<file path="src/rtl/stack_lifo_if.sv">
// Operand-stack bus: push/pop strobes from the producer, top-of-stack and status back from the stack.
interface stack_lifo_if #(
    parameter int WIDTH = 64,
    parameter int DEPTH = 20
);
    localparam int CNT_W = $clog2(DEPTH + 1);

    logic             PUSH_STB;
    logic [WIDTH-1:0] PUSH_DAT;
    logic             POP_STB;
    logic [WIDTH-1:0] POP_DAT;
    logic [CNT_W-1:0] COUNT;
    logic             EMPTY;
    logic             FULL;
    logic             OVERFLOW;
    logic             UNDERFLOW;

    modport master (
        output PUSH_STB, PUSH_DAT, POP_STB,
        input  POP_DAT, COUNT, EMPTY, FULL, OVERFLOW, UNDERFLOW
    );

    modport slave (
        input  PUSH_STB, PUSH_DAT, POP_STB,
        output POP_DAT, COUNT, EMPTY, FULL, OVERFLOW, UNDERFLOW
    );
endinterface

</file>
<file path="src/rtl/stack_lifo.sv">
// LIFO operand stack for the RPN datapath; top entry is always presented on POP_DAT (show-ahead).
module stack_lifo #(
    parameter int WIDTH = 64,
    parameter int DEPTH = 20
) (
    input  logic          CLK,
    input  logic          RST,
    stack_lifo_if.slave   bus
);
    localparam int CNT_W = $clog2(DEPTH + 1);
    localparam int IDX_W = (DEPTH > 1) ? $clog2(DEPTH) : 1;

    logic [WIDTH-1:0] mem [DEPTH];
    logic [CNT_W-1:0] cnt;
    logic             overflow;
    logic             underflow;

    logic             is_empty;
    logic             is_full;
    logic [IDX_W-1:0] wr_idx;
    logic [IDX_W-1:0] top_idx;

    assign is_empty = (cnt == '0);
    assign is_full  = (cnt == CNT_W'(DEPTH));
    assign wr_idx   = IDX_W'(cnt);
    assign top_idx  = IDX_W'(cnt - CNT_W'(1));

    // Simultaneous push+pop on a non-empty stack overwrites the top in place.
    always_ff @(posedge CLK or posedge RST) begin
        if (RST) begin
            cnt       <= '0;
            overflow  <= 1'b0;
            underflow <= 1'b0;
            for (int i = 0; i < DEPTH; i++) begin
                mem[i] <= '0;
            end
        end else begin
            overflow  <= 1'b0;
            underflow <= 1'b0;
            unique case ({bus.PUSH_STB, bus.POP_STB})
                2'b10: begin
                    if (is_full) begin
                        overflow <= 1'b1;
                    end else begin
                        mem[wr_idx] <= bus.PUSH_DAT;
                        cnt         <= cnt + CNT_W'(1);
                    end
                end
                2'b01: begin
                    if (is_empty) begin
                        underflow <= 1'b1;
                    end else begin
                        cnt <= cnt - CNT_W'(1);
                    end
                end
                2'b11: begin
                    if (is_empty) begin
                        mem[wr_idx] <= bus.PUSH_DAT;
                        cnt         <= CNT_W'(1);
                        underflow   <= 1'b1;
                    end else begin
                        mem[top_idx] <= bus.PUSH_DAT;
                    end
                end
                default: ;
            endcase
        end
    end

    // Stale slots above the pointer are never shown: empty forces zero.
    assign bus.POP_DAT   = is_empty ? '0 : mem[top_idx];
    assign bus.COUNT     = cnt;
    assign bus.EMPTY     = is_empty;
    assign bus.FULL      = is_full;
    assign bus.OVERFLOW  = overflow;
    assign bus.UNDERFLOW = underflow;
endmodule

</file>
<file path="src/flat_wrapper.sv">
// flat-port wrapper written by rule: the top's interface ports become plain ports
module stack_lifo_flat 
#(
    parameter int WIDTH = 64,
    parameter int DEPTH = 20
)
  (CLK, RST, bus_PUSH_STB, bus_PUSH_DAT, bus_POP_STB, bus_POP_DAT, bus_COUNT, bus_EMPTY, bus_FULL, bus_OVERFLOW, bus_UNDERFLOW);
  stack_lifo_if #(.WIDTH(WIDTH), .DEPTH(DEPTH)) bus_i ();
  input  logic CLK;
  input  logic RST;
  input wire logic [$bits(bus_i.PUSH_STB)-1:0] bus_PUSH_STB;
  input wire logic [$bits(bus_i.PUSH_DAT)-1:0] bus_PUSH_DAT;
  input wire logic [$bits(bus_i.POP_STB)-1:0] bus_POP_STB;
  output wire logic [$bits(bus_i.POP_DAT)-1:0] bus_POP_DAT;
  output wire logic [$bits(bus_i.COUNT)-1:0] bus_COUNT;
  output wire logic [$bits(bus_i.EMPTY)-1:0] bus_EMPTY;
  output wire logic [$bits(bus_i.FULL)-1:0] bus_FULL;
  output wire logic [$bits(bus_i.OVERFLOW)-1:0] bus_OVERFLOW;
  output wire logic [$bits(bus_i.UNDERFLOW)-1:0] bus_UNDERFLOW;
  assign bus_i.PUSH_STB = bus_PUSH_STB;
  assign bus_i.PUSH_DAT = bus_PUSH_DAT;
  assign bus_i.POP_STB = bus_POP_STB;
  assign bus_POP_DAT = bus_i.POP_DAT;
  assign bus_COUNT = bus_i.COUNT;
  assign bus_EMPTY = bus_i.EMPTY;
  assign bus_FULL = bus_i.FULL;
  assign bus_OVERFLOW = bus_i.OVERFLOW;
  assign bus_UNDERFLOW = bus_i.UNDERFLOW;
  stack_lifo #(.WIDTH(WIDTH), .DEPTH(DEPTH)) u_core (.CLK(CLK), .RST(RST), .bus(bus_i));
endmodule
</file>
<file path="config.mk">
export PLATFORM = sky130hd
export DESIGN_NAME = stack_lifo_flat
export DESIGN_NICKNAME = d
export VERILOG_FILES = /design/src/rtl/stack_lifo_if.sv /design/src/rtl/stack_lifo.sv /design/src/flat_wrapper.sv
export SDC_FILE = /design/constraint.sdc
export NUM_CORES = 2
export LEC_CHECK = 0
export BUFFER_PORTS_ARGS = -buffer_cell sky130_fd_sc_hd__buf_2
export CORE_MARGIN = 2
export CORE_UTILIZATION = 40
export DETAILED_ROUTE_END_ITERATION = 10
export PLACE_DENSITY = 0.69
export SYNTH_ARGS = -nofsm -noshare
export SYNTH_HDL_FRONTEND = slang
export SYNTH_SLANG_ARGS = --single-unit
</file>
<file path="constraint.sdc">
create_clock -name CLK -period 37.9 [get_ports CLK]
set_clock_uncertainty 0.1 [all_clocks]
set_input_delay 1.895 -clock CLK [delete_from_list [all_inputs] [get_ports CLK]]
set_output_delay 1.895 -clock CLK [all_outputs]
set_load 0.01 [all_outputs]
</file>
==> results by group <==
Status
  • Status: finished clean

Routing
  • First-pass iteration count of the detailed router: 5
  • Post-DR vias/cell: 5.722
  • DR DRC count: 0
  • Final WL: 148,500 um
  • Post-route ant nets: 0
  • Detailed Route Iter0 Violations: 2,421
  • Routed WL per cell: 25.32 um
  • Via count: 33,560

Synthesis
  • Count of cell types in the netlist: 64
  • Post-Syn Area per Cell: 15.19 um2
  • Seq/Total Area, Yosys: 54.55%
  • Register bit total from synthesis: 1,287
  • Top post-synthesis cells by area: dfrtp_1 55%, mux2_2 23%, mux4_2 12%
  • Mapped Nets: 3,963
  • Cells after Synth: 3,887
  • EDFF count, synth: 0
  • Syn. warnings: 0
  • Count leader, synth: dfrtp_1
  • Dominant synthesized flop cell: dfrtp_1
  • Synth top cells by count: 1,287 x dfrtp_1, 1,185 x mux2_2, 321 x mux4_2, 271 x nand2_1, 211 x clkbuf_1
  • Synthesized area: 0.05903 mm2
  • Yosys top cell by area: dfrtp_1
  • Async set-or-reset flop fraction in the synthesized netlist: 100.0%
  • Share of the synthesized area in the top cell type: 54.55%

GRT
  • Largest net degree at the start of global routing: 167
  • Initial antenna violation count: 27
  • Vias in the first global route: 35,217
  • First-pass GRT wire length: 229,200 um
  • GRT Util Overall: 19.89%
  • Remaining Overflow, GRT: 0

Timing
  • Final slew viol count: 0
  • Worst-margin pin slew: 1181 ps
  • RSZ-0062 raised after global routing: false
  • Fin. Hold Viols: 0
  • Final period util: 23.50%
  • Tmin final: 8905 ps
  • Setup TNS: 0 ps
  • Final Hold Slack: 378.0 ps
  • Fmax achieved: 112.3 MHz
  • Relative slew margins: 21.30%
  • # setup viols final: 0

CTS
  • Post-CTS Setup Bufs: 0
  • Clock Root Buffer: clkbuf_16
  • Clk slew on worst S/H paths: 60 ps
  • Depth of the CTS H-tree: 4
  • Cts hold-fix bufs: 0
  • Skew-Pair Late Insertion Delay: 730 ps
  • Clock Sink Count: 1,287
  • CTS tree: done
  • Resized cells post-CTS: 0
  • CTS max path bufs: 3
  • CTS Buf Count: 136

Run
  • Max-Cap Viols: 0

Setup path
  • Worst EP required: 35,910 ps
  • Crit path cell chain: inv_1 -> ha_4 -> buf_4 -> buf_4 -> buf_12 -> mux4_2 -> nand2_1 -> a21oi_1 -> a211o_1 -> buf_2
  • Critical Path Slowest Stage Cell: ha_4
  • CP Launch Type: flip-flop
  • CP bufs+invs: 5
  • Most frequent cell on the critical path: buf_4
  • Worst-path fanout max: 113
  • Critical path's top delay family: buffers and inverters
  • Arr. time, crit path: 6910 ps
  • Critical path type: reg2out
  • R2R Setup Slk: 33,160 ps
  • CP max stage delay: 1000 ps
  • Crit end category: output pin

Power
  • Tot Pwr: 6.020 mW
  • Static leakage: 29.11 nW
  • VDD IR max: 0.08161 mV
  • Pwr/cell area: 91.69 mW/mm2

Floorplanning
  • Io pins: 141
  • Std-Cell Rows: 140
  • Core footprint: 0.1461 mm2
  • Die footprint: 0.1507 mm2
  • Die H: 388.2 um
  • Initial Utilization: 40.41%
  • Die width: 388.2 um

Min path
  • Hold Path Class: reg2reg

Finish
  • Layout cells sized above 1: 49.77%
  • Final Net Count: 3,920
  • Synth-to-Final Area Change: 11.22%

Placement
  • Port bufs: 140
  • Post-DP HPWL: 78,410 um
  • GPL Wtd Cong: 0.7659
per-layer routing:
| metal | track usage (%) | share of wire, % | up-vias |
|---|---|---|---|
| met5 | 0 | 0.11 | - |
| li1 | - | - | 14168 |
| met1 | 27.19 | 44 | 18369 |
| met4 | 5.412 | 2.3 | 24 |
| met2 | 32.37 | 48 | 761 |
| met3 | 4.012 | 5.2 | 238 |
metrics by stage:
stage               instances  utilization (%)  setup WS (ps)  area [um2]
floorplan                3887                -          18110       59040
global placement         5623            41.82          29670       61090
detailed placement       5623            41.82          29660       61090
CTS                      5863            44.94          28850       65650
global route             5863            44.94          28660       65650
finish                   5865            44.94          29000       65660
cell families after synthesis:
logic type / synth area share (%)
multiplexers: 36.85
adder cells (fa/ha/maj): 0.1696
flip-flops: 54.55
AO/OA/AOI/OAI: 2.838
XOR/XNOR: 0.02968
AND/OR/NAND/NOR: 2.476
buffers and inverters: 3.082
worst reg2reg max path: stages (launching register included):
cell and delay, ps:
dfrtp_4 900, buf_4 880, ha_1 340, inv_1 110, nor3b_1 260, o221a_4 710, buf_4 860, mux2_2 480
sequential cells by signal (all words and copies together) (netlist names):
| signal | count |
|---|---|
| u_core.bus.COUNT | 5 |
| u_core.mem | 1280 |
| u_core.bus.UNDERFLOW | 1 |
| u_core.bus.OVERFLOW | 1 |
worst paths after layout:
| check | from | cells past startpoint | endpoint |
|---|---|---|---|
| hold reg to reg | u_core.mem[835] | 1 | u_core.mem[835] |
| max in group asynchronous | RST | 8 | u_core.mem[785] |
| min in group asynchronous | RST | 3 | u_core.mem[496] |
| setup reg to reg | u_core.bus.COUNT[0] | 7 | u_core.mem[771] |
| hold / removal | u_core.mem[835] | 1 | u_core.mem[835] |
| setup / recovery | u_core.bus.COUNT[0] | 10 | bus_POP_DAT[39] |
power by group:
part	leakage (nW)	internal, mW	switching, mW
clock	2.24	0.813	0.545
combinational	10.6	1.27	1.12
sequential	16.3	1.97	0.303
total	29.1	4.05	1.97
cell usage in the layout (no fill, tap or decap), types with 6 or more instances in the layout:
| cell type | n |
|---|---|
| clkinv_8 | 6 |
| o21ai_0 | 12 |
| mux2_4 | 13 |
| buf_2 | 140 |
| buf_12 | 6 |
| nand2b_1 | 7 |
| nor3_1 | 8 |
| inv_1 | 7 |
| mux2_2 | 1185 |
| a21oi_1 | 133 |
| buf_4 | 61 |
| o21ai_4 | 10 |
| a211o_1 | 64 |
| clkbuf_8 | 25 |
| nand2_1 | 270 |
| bufinv_16 | 13 |
| nor2_1 | 10 |
| clkbuf_1 | 39 |
| nor3b_1 | 6 |
| ha_1 | 7 |
| mux2_1 | 84 |
| mux4_2 | 321 |
| clkinv_2 | 15 |
| dfrtp_1 | 1286 |
| clkbuf_16 | 139 |
final cells by class:
cell class                      count  area (um2)
Clock inverter                     37       589.3
Antenna cell                        2       5.005
Sequential cell                  1287       32210
Clock buffer                      203        3969
Inverter                            8       33.78
Multi-Input combinational cell   2204       25170
Tap cell                         1917        2399
Fill cell                       12816       80430
Timing Repair Buffer              207        1279
(Power assumes the default switching activity.)
